<file path="src/rtl/gf180mcu_ws_io__pwr_seq_pkg.sv">
// Shared types and defaults for the GF180MCU IO pad-ring power sequencer.
// The state encoding is visible on the debug STATE output.
package gf180mcu_ws_io__pwr_seq_pkg;

    typedef enum logic [2:0] {
        ST_OFF      = 3'd0,
        ST_DEBOUNCE = 3'd1,
        ST_RAMP     = 3'd2,
        ST_SETTLE   = 3'd3,
        ST_READY    = 3'd4,
        ST_SHUTDOWN = 3'd5,
        ST_FAULT    = 3'd6
    } pwr_state_e;

    localparam int DEF_NSEG       = 4;
    localparam int DEF_DEB_CYC    = 16;
    localparam int DEF_SETTLE_CYC = 32;

    // One spare bit above the terminal count so a counter can never wrap.
    function automatic int cnt_width(input int n);
        return $clog2(n) + 1;
    endfunction

endpackage

</file>
<file path="src/rtl/gf180mcu_ws_io__pwr_seq_if.sv">
// Control/status bundle between the pad-ring power sequencer and its controller.
// All signals are levels with no valid/ready handshake: en, pg and clr_fault are
// sampled on every rising clock edge, and every sequencer output is a register.
interface gf180mcu_ws_io__pwr_seq_if
    import gf180mcu_ws_io__pwr_seq_pkg::*;
#(
    parameter int NSEG = DEF_NSEG
);
    logic            en;
    logic [NSEG-1:0] pg;
    logic            clr_fault;
    logic [NSEG-1:0] seg_en;
    logic [NSEG-1:0] iso;
    logic            ready;
    logic            fault;
    pwr_state_e      state;

    modport slave (
        input  en, pg, clr_fault,
        output seg_en, iso, ready, fault, state
    );

    modport master (
        output en, pg, clr_fault,
        input  seg_en, iso, ready, fault, state
    );
endinterface

</file>
<file path="src/rtl/gf180mcu_ws_io__sync2.sv">
// Two-flop synchronizer bank for asynchronous level inputs.
module gf180mcu_ws_io__sync2 #(
    parameter int W = 1
) (
    input  logic         clk_i,
    input  logic         resetn_i,
    input  logic [W-1:0] d_i,
    output logic [W-1:0] q_o
);
    logic [W-1:0] meta_q;
    logic [W-1:0] sync_q;

    always_ff @(posedge clk_i) begin
        if (!resetn_i) begin
            meta_q <= '0;
            sync_q <= '0;
        end else begin
            meta_q <= d_i;
            sync_q <= meta_q;
        end
    end

    assign q_o = sync_q;
endmodule

</file>
<file path="src/rtl/gf180mcu_ws_io__pwr_seq.sv">
// Pad-ring supply sequencer: debounces supply-good, enables segments in ascending
// order with an isolation settle window, shuts down in reverse, and latches supply loss.
module gf180mcu_ws_io__pwr_seq
    import gf180mcu_ws_io__pwr_seq_pkg::*;
#(
    parameter int NSEG       = DEF_NSEG,
    parameter int DEB_CYC    = DEF_DEB_CYC,
    parameter int SETTLE_CYC = DEF_SETTLE_CYC
) (
    input logic                      clk_i,
    input logic                      resetn_i,
    gf180mcu_ws_io__pwr_seq_if.slave pwr_if
);
    localparam int DEB_W = cnt_width(DEB_CYC);
    localparam int SET_W = cnt_width(SETTLE_CYC);
    localparam int IDX_W = (NSEG > 1) ? $clog2(NSEG) : 1;

    localparam logic [DEB_W-1:0] DEB_LAST = DEB_W'(DEB_CYC - 1);
    localparam logic [SET_W-1:0] SET_LAST = SET_W'(SETTLE_CYC - 1);
    localparam logic [IDX_W-1:0] IDX_LAST = IDX_W'(NSEG - 1);

    pwr_state_e      state_q,   state_d;
    logic [DEB_W-1:0] deb_cnt_q, deb_cnt_d;
    logic [SET_W-1:0] set_cnt_q, set_cnt_d;
    logic [IDX_W-1:0] idx_q,     idx_d;
    logic             sd_ph_q,   sd_ph_d;
    logic [NSEG-1:0]  seg_en_q,  seg_en_d;
    logic [NSEG-1:0]  iso_q,     iso_d;
    logic             ready_q,   ready_d;
    logic             fault_q,   fault_d;

    logic [NSEG-1:0]  pg_sync;
    logic             pg_all;
    logic             pg_lost;
    logic             powered;

    gf180mcu_ws_io__sync2 #(
        .W (NSEG)
    ) u_pg_sync (
        .clk_i    (clk_i),
        .resetn_i (resetn_i),
        .d_i      (pwr_if.pg),
        .q_o      (pg_sync)
    );

    assign pg_all  = &pg_sync;
    assign pg_lost = ~pg_all;
    assign powered = (state_q == ST_RAMP) || (state_q == ST_SETTLE) ||
                     (state_q == ST_READY) || (state_q == ST_SHUTDOWN);

    always_comb begin
        state_d   = state_q;
        deb_cnt_d = deb_cnt_q;
        set_cnt_d = set_cnt_q;
        idx_d     = idx_q;
        sd_ph_d   = sd_ph_q;
        seg_en_d  = seg_en_q;
        iso_d     = iso_q;
        ready_d   = 1'b0;
        fault_d   = fault_q;

        case (state_q)
            ST_OFF: begin
                seg_en_d = '0;
                iso_d    = '1;
                if (pwr_if.en) begin
                    state_d   = ST_DEBOUNCE;
                    deb_cnt_d = '0;
                end
            end
            ST_DEBOUNCE: begin
                if (!pwr_if.en) begin
                    state_d = ST_OFF;
                end else if (!pg_all) begin
                    deb_cnt_d = '0;
                end else if (deb_cnt_q == DEB_LAST) begin
                    state_d = ST_RAMP;
                    idx_d   = '0;
                end else begin
                    deb_cnt_d = deb_cnt_q + 1'b1;
                end
            end
            ST_RAMP: begin
                // Segment idx is not enabled yet, so an abort starts one below it.
                if (!pwr_if.en) begin
                    if (idx_q == '0) begin
                        state_d = ST_OFF;
                    end else begin
                        state_d = ST_SHUTDOWN;
                        idx_d   = idx_q - 1'b1;
                        sd_ph_d = 1'b0;
                    end
                end else begin
                    seg_en_d[idx_q] = 1'b1;
                    state_d         = ST_SETTLE;
                    set_cnt_d       = '0;
                end
            end
            ST_SETTLE: begin
                if (!pwr_if.en) begin
                    state_d = ST_SHUTDOWN;
                    sd_ph_d = 1'b0;
                end else if (set_cnt_q == SET_LAST) begin
                    iso_d[idx_q] = 1'b0;
                    if (idx_q == IDX_LAST) begin
                        state_d = ST_READY;
                    end else begin
                        idx_d   = idx_q + 1'b1;
                        state_d = ST_RAMP;
                    end
                end else begin
                    set_cnt_d = set_cnt_q + 1'b1;
                end
            end
            ST_READY: begin
                if (!pwr_if.en) begin
                    state_d = ST_SHUTDOWN;
                    idx_d   = IDX_LAST;
                    sd_ph_d = 1'b0;
                end else begin
                    ready_d = 1'b1;
                end
            end
            ST_SHUTDOWN: begin
                // Isolate first, drop the driver enable on the following cycle.
                if (!sd_ph_q) begin
                    iso_d[idx_q] = 1'b1;
                    sd_ph_d      = 1'b1;
                end else begin
                    seg_en_d[idx_q] = 1'b0;
                    sd_ph_d         = 1'b0;
                    if (idx_q == '0) begin
                        state_d = ST_OFF;
                    end else begin
                        idx_d = idx_q - 1'b1;
                    end
                end
            end
            ST_FAULT: begin
                seg_en_d = '0;
                iso_d    = '1;
                fault_d  = 1'b1;
                if (pwr_if.clr_fault && !pwr_if.en) begin
                    state_d = ST_OFF;
                    fault_d = 1'b0;
                end
            end
            default: begin
                state_d  = ST_OFF;
                seg_en_d = '0;
                iso_d    = '1;
            end
        endcase

        // Supply loss beats every other request, including a concurrent EN drop.
        if (pg_lost && powered) begin
            state_d  = ST_FAULT;
            seg_en_d = '0;
            iso_d    = '1;
            fault_d  = 1'b1;
            ready_d  = 1'b0;
        end
    end

    always_ff @(posedge clk_i) begin
        if (!resetn_i) begin
            state_q   <= ST_OFF;
            deb_cnt_q <= '0;
            set_cnt_q <= '0;
            idx_q     <= '0;
            sd_ph_q   <= 1'b0;
            seg_en_q  <= '0;
            iso_q     <= '1;
            ready_q   <= 1'b0;
            fault_q   <= 1'b0;
        end else begin
            state_q   <= state_d;
            deb_cnt_q <= deb_cnt_d;
            set_cnt_q <= set_cnt_d;
            idx_q     <= idx_d;
            sd_ph_q   <= sd_ph_d;
            seg_en_q  <= seg_en_d;
            iso_q     <= iso_d;
            ready_q   <= ready_d;
            fault_q   <= fault_d;
        end
    end

    assign pwr_if.seg_en = seg_en_q;
    assign pwr_if.iso    = iso_q;
    assign pwr_if.ready  = ready_q;
    assign pwr_if.fault  = fault_q;
    assign pwr_if.state  = state_q;
endmodule

</file>
<file path="src/flat_wrapper.sv">
// flat-port wrapper written by rule: the top's interface ports become plain ports
module gf180mcu_ws_io__pwr_seq_flat import gf180mcu_ws_io__pwr_seq_pkg::*;
#(
    parameter int NSEG       = DEF_NSEG,
    parameter int DEB_CYC    = DEF_DEB_CYC,
    parameter int SETTLE_CYC = DEF_SETTLE_CYC
)
  (clk_i, resetn_i, pwr_if_en, pwr_if_pg, pwr_if_clr_fault, pwr_if_seg_en, pwr_if_iso, pwr_if_ready, pwr_if_fault, pwr_if_state);
  gf180mcu_ws_io__pwr_seq_if #(.NSEG(NSEG)) pwr_if_i ();
  input logic clk_i;
  input logic resetn_i;
  input wire logic [$bits(pwr_if_i.en)-1:0] pwr_if_en;
  input wire logic [$bits(pwr_if_i.pg)-1:0] pwr_if_pg;
  input wire logic [$bits(pwr_if_i.clr_fault)-1:0] pwr_if_clr_fault;
  output wire logic [$bits(pwr_if_i.seg_en)-1:0] pwr_if_seg_en;
  output wire logic [$bits(pwr_if_i.iso)-1:0] pwr_if_iso;
  output wire logic [$bits(pwr_if_i.ready)-1:0] pwr_if_ready;
  output wire logic [$bits(pwr_if_i.fault)-1:0] pwr_if_fault;
  output wire logic [$bits(pwr_if_i.state)-1:0] pwr_if_state;
  assign pwr_if_i.en = pwr_if_en;
  assign pwr_if_i.pg = pwr_if_pg;
  assign pwr_if_i.clr_fault = pwr_if_clr_fault;
  assign pwr_if_seg_en = pwr_if_i.seg_en;
  assign pwr_if_iso = pwr_if_i.iso;
  assign pwr_if_ready = pwr_if_i.ready;
  assign pwr_if_fault = pwr_if_i.fault;
  assign pwr_if_state = pwr_if_i.state;
  gf180mcu_ws_io__pwr_seq #(.NSEG(NSEG), .DEB_CYC(DEB_CYC), .SETTLE_CYC(SETTLE_CYC)) u_core (.clk_i(clk_i), .resetn_i(resetn_i), .pwr_if(pwr_if_i));
endmodule
</file>
<file path="config.mk">
export PLATFORM = sky130hd
export DESIGN_NAME = gf180mcu_ws_io__pwr_seq_flat
export DESIGN_NICKNAME = d
export VERILOG_FILES = /design/src/rtl/gf180mcu_ws_io__pwr_seq_pkg.sv /design/src/rtl/gf180mcu_ws_io__pwr_seq_if.sv /design/src/rtl/gf180mcu_ws_io__sync2.sv /design/src/rtl/gf180mcu_ws_io__pwr_seq.sv /design/src/flat_wrapper.sv
export SDC_FILE = /design/constraint.sdc
export NUM_CORES = 1
export LEC_CHECK = 0
export ABC_AREA = 0
export BUFFER_PORTS_ARGS = -buffer_cell sky130_fd_sc_hd__clkbuf_2
export CORE_ASPECT_RATIO = 1.4
export CORE_MARGIN = 4
export CORE_UTILIZATION = 28
export CTS_BUF_LIST = sky130_fd_sc_hd__clkbuf_8
export DETAILED_ROUTE_END_ITERATION = 16
export PLACE_DENSITY = 0.44
export SLEW_MARGIN = 20
export SYNTH_ARGS = -nofsm -noshare
export SYNTH_HDL_FRONTEND = slang
export SYNTH_SLANG_ARGS = --single-unit
</file>
<file path="constraint.sdc">
create_clock -name clk_i -period 3.95 [get_ports clk_i]
set_input_delay 0.5925 -clock clk_i [delete_from_list [all_inputs] [get_ports clk_i]]
set_output_delay 0.5925 -clock clk_i [all_outputs]
set_load 0.005 [all_outputs]
</file>
Word-level counts from Yosys, hierarchy flattened
Index checks and enable logic that the tools add are counted.

Register bits after elaboration: 35. Output and inout bits: 13.

Add/sub/neg operators: 4. Bitwise logic cells: 10. Reductions and logical operators: 28. Eq/ne operators: 38. $lt $le $gt $ge: 2. Mux-type cells: 53.

Operator list (count): $mux 3 (14); $ne 2x2->1 const B (13); $pmux 4 s3 (2); $pmux 3 s7 (1); $mux 2 (10); $mux 4 (5); $mux 5 (4); $reduce_and 4->1 (5); $mux 6 (3); $reduce_and 8->1 (2); $ne 3x2->1 const B (4); $ne 3x3->1 const B (4); $pmux 6 s2 (1); $pmux 2 s5 (1); $pmux 5 s2 (1); $reduce_and 10->1 (1); $eq 3x3->1 const B (3); $mux 1 (9); $reduce_or 3->1 (3); $and 4x4->4 (2); $ne 2x1->1 const B (4); $ne 4x2->1 const B (2); $or 4x4->4 (2); $add 6x1->6 const B (1); other kinds (26) (38).

Logic depth before layout (Yosys ltp)
Gate-level depths: netlist of the first run.

Depth after elaboration: 9. Depth in mapped cells: 8.

Hierarchy
A second synthesis of the first run with hierarchy kept.

Cells, all modules: 232. Area total of the unflattened synthesis: 1899.3 um^2.

By module, submodules not included: gf180mcu_ws_io__pwr_seq (cells an instance 216, times used 1, area each 1689.1 um^2, sequential area each 540.5 um^2); gf180mcu_ws_io__sync2 (cells an instance 16, times used 1, area each 210.2 um^2, sequential area each 160.2 um^2).

Worst setup path after synthesis of the first run
OpenSTA, ideal clock, no wires.

Path kind: reg2reg. Start: register u_core.deb_cnt_q[0]. End: register u_core.state_q[1], in the netlist u_core.pwr_if.state[1]. Cell stages (with the launch flop): 9. Clock period less this slack: 1.855 ns. Arrival: 1.738 ns. Path slack: 2.095 ns. Cells stage by stage: dfxtp_1 ha_1 and3_1 ha_1 nand4bb_1 o211ai_1 a31oi_1 o21a_1 o211a_1.

Word-level cells in the longest chain between the ends: 3.

Ends and longest elaborated chain: from (decl) (RTL line gf180mcu_ws_io__pwr_seq.sv:23) `logic [DEB_W-1:0] deb_cnt_q, deb_cnt_d;`; from (signal assigned) (RTL line gf180mcu_ws_io__pwr_seq.sv:178) `deb_cnt_q <= deb_cnt_d;`; $eq 5x4->1 (RTL line gf180mcu_ws_io__pwr_seq.sv:76) `end else if (deb_cnt_q == DEB_LAST) begin`; $ne 4x2->1 (no source line); $reduce_and 8->1 (no source line); to (signal assigned) (RTL line gf180mcu_ws_io__pwr_seq.sv:177) `state_q <= state_d;`; to (decl) (RTL line gf180mcu_ws_io__pwr_seq.sv:22) `pwr_state_e state_q, state_d;`.

Every way passes these cells. A chain may end at the register's enable or synchronous reset.

Final worst setup path of the first run
Start: register u_core.state_q[1], in the netlist u_core.pwr_if.state[1]. End: register u_core.state_q[1], in the netlist u_core.pwr_if.state[1].

Word-level cells in the longest chain between the ends: 7. Elaborated cells on any way between the ends: 22. Those cells by class: eq/ne (14); mux (2); reduce/logical (6).

Ends and longest elaborated chain: $eq 3x2->1 (RTL line gf180mcu_ws_io__pwr_seq.sv:48, gf180mcu_ws_io__pwr_seq.sv:62); $logic_or 1x1->1 (2 in a row) (RTL line gf180mcu_ws_io__pwr_seq.sv:48) `assign powered = (state_q == ST_RAMP) || (state_q == ST_SETTLE) ||`; $logic_or 1x1->1 (RTL line gf180mcu_ws_io__pwr_seq.sv:49) `(state_q == ST_READY) || (state_q == ST_SHUTDOWN);`; $logic_and 1x1->1 (RTL line gf180mcu_ws_io__pwr_seq.sv:156) `if (pg_lost && powered) begin`; $ne 4x4->1 (no source line) (tied with other cells); $reduce_and 8->1 (no source line).

Parallel ways exist; a longest one is shown, timed or not.

==> metrics, run 1 <==
status completed; final WL ~4.7 mm; worst hold path startpoint u_core.u_pg_sync.meta_q[3]; FF-to-FF End u_core.pwr_if.state[1]; most frequent cells in the layout dfxtp_1, nor2_1, nand2_1; DRC violations left 0; Met2 Wirelength around 2.3 mm; fmax ~0.43 GHz; CTS max path bufs 2; number of diodes 0; VDD IR-drop max between 0.15 and 0.2 mV; Tot Pwr 1330 uW; Die Wd approximately 78 um; most common cell after layout, fill and taps aside dfxtp_1; initial DRC count 100; final worst setup slack about 1.6 ns; final slew viol count 0; FF/Latch Area 701 sq um; worst setup path class register to register; RSZ-0062 raised after global routing false; CTS buffer count 5; input/output buffers 20; Crit path arrival time ~2.5 ns; number of warning messages in the yosys log 0; first-pass GRT wire length slightly below 8 mm; uppermost layer routed met4; largest net degree at the start of global routing 26; Syn-to-layout area delta 13.7%; DR WL met3 about 130 um; Yosys cell types a little under 60; CTS root buf clkbuf_8; Worst-Skew Late Latency 0.29 ns; Vias 1,648; Detailed Place HPWL around 3.4 mm; Final nets around 260; Avg Inst Size Synth about 8.4 sq um; area of the multi-input gates ~1200 sq um; Main synth FF type dfxtp_1; count of clock tree sinks 35; Setup crit start kind register; gr ovfl total 0; cts hold-fix bufs 0; leakage 0.000880 uW; core area between 6000 and 7000 sq um; HP Class register to register; WL per Instance 13.8 um; Async SR Flop Fraction 0%; CP max stage delay roughly 0.86 ns; initial cell density of the core about 29%; Max-Slew Margin vs Limit a little over two fifths; antenna-violating nets left 0; Worst R2R Path Depth 5; layout cells sized above 1 approximately 16%; fill count between 700 and 800; vias in the first global route roughly 1,600; crit path max fanout 24; DP Worst Slack between 1.5 and 2 ns; FF-to-FF Start u_core.pwr_if.state[1]; Clk pin slew, worst setup/hold paths 0.08 ns; hold worst-path end u_core.u_pg_sync.q_o[3]; Mapped Area 1940 sq um; die height approximately 110 um; Final Hold Viols 0; gr usage total 11.7%; power per cell area roughly 600 nW/um^2; # setup viols final 0; Finished Cell Area around 2200 sq um; Yosys reg bits 35; register area share after synthesis 36.1%; Setup crit end kind register; flop2flop setup slack 1.62 ns; Final Cycle Share about three fifths; Crit path required time just over 4 ns; gpl congestion ~0.79; post-placement cell area about 2100 sq um; met1 WL between 2 and 2.5 mm; cells after synthesis about 230; TNS Setup 0 ns; post-layout minimum cycle time roughly 2.3 ns; CTS H-tree depth 2; I/O pin count 21; syn nets 242; area of the die about 8300 sq um; maxcap violations 0; drt first pass iters 4; via-per-instance ratio around 5; crit path cell chain nor2b_1 -> and2_1 -> a31oi_1 -> o21a_1 -> o211a_1; CP top delay family flip-flops; worst-margin pin slew about 0.85 ns; Crit-path slowest cell dfxtp_1; row cnt 35; EDFF count, synth 0; Critical path buffers and inverters 0; initial antenna violation count 0; CTS tree yes; Layout Skew between 0.01 and 0.015 ns; post-CTS setup buffers 0; Hold Path Depth 1; post_cts resized 0
## cells in the mapped netlist (2+ instances only)
cell type / instances / share of area, %
a21o_1: 5 / 1.9
a21boi_1: 2 / 0.77
and3_1: 3 / 0.97
xnor2_1: 4 / 1.8
a31oi_1: 3 / 0.97
xor2_1: 6 / 2.7
nand3b_1: 2 / 0.77
ha_1: 3 / 1.9
nor2_1: 24 / 4.6
nor3_1: 3 / 0.77
mux2i_1: 6 / 3.1
o21a_1: 3 / 1.2
nand4bb_1: 2 / 1.2
and2_1: 10 / 3.2
a21oi_1: 15 / 3.9
nand2b_1: 5 / 1.6
or3_1: 2 / 0.65
inv_1: 2 / 0.39
buf_2: 7 / 1.8
nor2b_1: 5 / 1.6
o311ai_1: 3 / 1.4
clkbuf_1: 3 / 0.58
nand4_1: 6 / 1.9
o211a_1: 2 / 1.0
dfxtp_1: 35 / 36
o21ai_1: 7 / 1.8
o21ai_0: 6 / 1.5
or2_1: 2 / 0.65
a211oi_1: 2 / 0.77
nand3_1: 3 / 0.77
nand2_1: 22 / 4.3
## flip-flops by register name, summed over array words and instances (netlist names)
| name | count |
|---|---|
| u_core.set_cnt_q | 6 |
| u_core.deb_cnt_q | 5 |
| u_core.pwr_if.iso | 4 |
| u_core.pwr_if.seg_en | 4 |
| u_core.u_pg_sync.meta_q | 4 |
| u_core.u_pg_sync.q_o | 4 |
| u_core.pwr_if.state | 3 |
| u_core.idx_q | 2 |
| u_core.pwr_if.fault | 1 |
| u_core.pwr_if.ready | 1 |
| u_core.sd_ph_q | 1 |
## layout make-up
class / count / share of cell area, %
repair buffers: 21 / 4.88
multi-input cells: 179 / 52.3
inverters: 3 / 0.510
clock buffers: 6 / 3.74
flip-flops and latches: 35 / 31.8
well taps: 92 / 5.22
clock inverters: 2 / 1.59
## power breakdown
group	internal (uW)	leakage, uW	switching [uW]	total (uW)
clock	204	0.0000612	135	339
combinational	222	0.000534	270	491
sequential	394	0.000285	102	496
## how the worst max path moves through the flow
stage | startpoint | end | slack, ns | cells past startpoint
after floorplan | u_core.deb_cnt_q[0] | u_core.pwr_if.state[1] | 2.10 | 8
after CTS | u_core.pwr_if.state[1] | u_core.pwr_if.state[1] | 1.65 | 5
after global routing | u_core.pwr_if.state[1] | u_core.pwr_if.state[1] | 1.40 | 5
after global placement | u_core.pwr_if.state[1] | u_core.pwr_if.state[1] | 1.73 | 5
after detailed placement | u_core.pwr_if.state[1] | u_core.pwr_if.state[1] | 1.66 | 5
final | u_core.pwr_if.state[1] | u_core.pwr_if.state[1] | 1.62 | 5
## per-layer routing
layer / GRT usage, % / vias to the layer above
met2: 20.5 / 23
met3: 2.29 / 6
met5: 0 / -
met1: 13.6 / 767
met4: 5.00 / 0
li1: - / 852
## through the flow
| stage | instances | util [%] | hold slack [ns] |
|---|---|---|---|
| 6_report | 338 | 33.1 | 0.434 |
| 4_1_cts | 338 | 33.1 | 0.435 |
| 3_3_place_gp | 330 | 31.4 | 0.415 |
| 2_1_floorplan | 231 | - | 0.412 |
| 5_1_grt | 338 | 33.1 | 0.442 |
| 3_5_place_dp | 330 | 31.4 | 0.417 |
## cells by family (layout without fill, tap and decap cells)
group	count (synthesis)	count (layout)	share of synthesized area [%]
AO/OA/AOI/OAI	59	59	21.3
XOR/XNOR	10	10	4.52
adder cells (fa/ha/maj)	3	3	1.94
buffers and inverters	17	32	4.39
flip-flops	35	35	36.1
multiplexers	7	7	3.68
AND/OR/NAND/NOR	100	100	28.1
No activity file was read; power rests on OpenSTA's default activity.
==> run 2: changes to the inputs <==
Settings changed: ABC_AREA 0 to 1.
Clock period 3.95 ns to 2.35 ns, I/O delays scaled along.
==> run 2 against run 1 <==
  * Via count increased by 11%
  * Synthesized cell count increased by 26%
  * Clock skew decreased by 0.0058 ns
  * Die area decreased by 2.9%
  * Non-clock buffer count decreased by 1
  * Worst setup slack got worse by 1.1 ns
  * First-iteration DRC count increased by 16%
  * Routed wire length increased by 4.1%
  * Sequential power increased by 62%
  * Total power increased by 77%
  * Critical path depth increased by 3
  * Critical endpoint is now u_core.pwr_if.seg_en[1]
  * Sequential share of layout area increased by 0.81 points
==> metrics, run 2 <==
Mapped Area 1880 sq um (-3.2%); final worst setup slack 0.492 ns (-1.12 ns); Yosys cell types 26 (-56%); most frequent cells in the layout nand2_1, nor2_1, inv_1; count of clock tree sinks 35 (unchanged); gpl congestion 0.908 (+15%); Detailed Place HPWL 3.80 mm (+12%); final WL 4.84 mm (+4.1%); Vias 1,823 (+11%); Avg Inst Size Synth 6.43 sq um (-23%); power per cell area 1090 nW/um^2 (+82%); most common cell after layout, fill and taps aside nand2_1; most flop-heavy register u_core.set_cnt_q; post-layout util 32.7% (-0.40 points); Yosys top cell by area dfxtp_1; Clk pin slew, worst setup/hold paths 0.08 ns (about the same); CTS max path bufs 2 (unchanged); drt first pass iters 4 (unchanged); Worst R2R Path Depth 8 (+3); Largest register FFs 6 (unchanged); Hold Path Depth 3 (+2); register area share after synthesis 37.3% (+1.2 points); RSZ-0062 raised after global routing false; initial antenna violation count 0 (unchanged); CTS tree yes; most common cell in the synthesized netlist nand2_1; worst hold path startpoint pwr_if_pg[1]; first-pass GRT wire length 8.56 mm (+11%); cts hold-fix bufs 0 (unchanged); Crit path required time 2.59 ns (-1.54 ns); most instantiated cells after synthesis nand2_1, nor2_1, inv_1; largest net degree at the start of global routing 17 (-35%); Crit path arrival time 2.10 ns (-0.42 ns); leakage 0.00108 uW (+23%); critical path launch point u_core.pwr_if.state[1]; EDFF count, synth 0 (unchanged); vias in the first global route 1,864 (+17%); FF-to-FF End u_core.pwr_if.seg_en[1]; Final Hold Viols 0 (unchanged); CTS buffer count 5 (unchanged); initial DRC count 116 (+16%); Worst-Skew Late Latency 0.29 ns (about the same); worst-margin pin slew 0.392 ns (-0.454 ns); TNS Setup 0 ns (unchanged); syn nets 303 (+25%); gr ovfl total 0 (unchanged); biggest regs u_core.set_cnt_q x6, u_core.deb_cnt_q x5; Async SR Flop Fraction 0% (unchanged); crit path max fanout 8 (-67%); post_cts resized 0 (unchanged); CTS root buf clkbuf_8; Final nets 328 (+28%); fmax 0.538 GHz (+26%); area of the die 8100 sq um (-2.9%); # setup viols final 0 (unchanged); hold_ws 0.237 ns (-0.197 ns); gr usage total 13.1% (+1.5 points); Die Wd 77.2 um (-1.5%); DRC violations left 0 (unchanged); number of diodes 0 (unchanged); layout cells sized above 1 15.4% (-0.44 points); final slew viol count 0 (unchanged); Main synth FF type dfxtp_1; I/O pin count 21 (unchanged); Setup crit start kind register; Final Cycle Share 79.1% (+20 points); Synth area leaders dfxtp_1, nand2_1, nor2_1; cells after synthesis 292 (+26%); Yosys reg bits 35 (unchanged); input/output buffers 20 (unchanged); CTS H-tree depth 2 (unchanged); row cnt 35 (unchanged); number of warning messages in the yosys log 0 (unchanged); initial cell density of the core 28.6% (-0.56 points); VDD IR-drop max 0.278 mV (+45%); WL per Instance 12.4 um (-10%); antenna-violating nets left 0 (unchanged); Layout Skew 0.00429 ns (-0.00575 ns); status completed; hold worst-path end u_core.u_pg_sync.meta_q[1]; Max-Slew Margin vs Limit 73.8% (+30 points); die height 105 um (-1.5%); FF-to-FF Start u_core.pwr_if.state[1]; via-per-instance ratio 4.65 (-4.6%); Setup crit end kind register; maxcap violations 0 (unchanged); Synth top area share 37.3% (+1.2 points); post-layout minimum cycle time 1.86 ns (-0.477 ns); Syn-to-layout area delta 14.6%; DP Worst Slack 0.517 ns (-1.14 ns); core area 6570 sq um (-1.3%); flop2flop setup slack 0.49 ns (-1.12 ns); post-CTS setup buffers 0 (unchanged); HP Class input pin to register; worst setup path class register to register
[run 2: cell count changes after synthesis, sizes merged, moves of 5 or more]
cell	change
nand2	+61
inv	+44
nand3	+26
nor2	+19
and2	-10
buf	-10
mux2i	-6
nand2b	-6
a21o	-5
nor2b	-5
xor2	-5
[run 2: worst max-delay path by stage]
stage	cells past startpoint	end	slack, ns
detailed placement	8	u_core.pwr_if.seg_en[1]	0.52
floorplan	9	u_core.pwr_if.iso[1]	0.86
global placement	8	u_core.pwr_if.seg_en[1]	0.48
CTS	8	u_core.pwr_if.seg_en[1]	0.48
global route	8	u_core.pwr_if.seg_en[1]	0.28
finish	8	u_core.pwr_if.seg_en[1]	0.49
[run 2: power by group]
| group | internal [uW] | total, uW | switching [uW] |
|---|---|---|---|
| Clock | 206 | 450 | 244 |
| Sequential | 698 | 805 | 107 |
| Combinational | 373 | 1100 | 725 |
[run 2: routing by layer]
| metal | vias to the layer above | GRT usage [%] | share of wire [%] |
|---|---|---|---|
| met2 | 23 | 24.7 | 54 |
| met1 | 818 | 14.3 | 41 |
| met4 | 0 | 4.58 | 1.5 |
| met3 | 7 | 2.59 | 3.1 |
| met5 | - | 0 | 0 |
| li1 | 975 | - | - |
[run 2: cell type report]
class,count,area (sq um)
clock buffer,5,68.8
clock inverter,3,20.0
fill,729,4420
inverter,47,176
multi-input combinational,208,992
sequential,35,701
tap,74,92.6
timing repair buffer,20,100
[run 2: metrics by stage]
step	cells	cell area [sq um]	total power, uW
floorplan	292	1880	1630
global placement	384	2060	1950
detailed placement	384	2060	1930
CTS	392	2150	2400
global route	392	2150	2610
finish	392	2150	2350
[run 2: cells by family after synthesis]
family / Yosys count / synth area share (%)
adder cells (fa/ha/maj): 3 / 2.00
XOR/XNOR: 1 / 0.467
AO/OA/AOI/OAI: 38 / 11.6
flip-flops: 35 / 37.3
buffers and inverters: 49 / 9.80
AND/OR/NAND/NOR: 166 / 38.8
[run 2: critical path: stages, from the launching register on]
cell and delay (ns):
dfxtp_1 0.56, nor2_1 0.16, nand2_2 0.14, nand3_1 0.16, nand2_1 0.25, nand2_1 0.19
inv_2 0.17, nand2_1 0.08, nor2_1 0.09
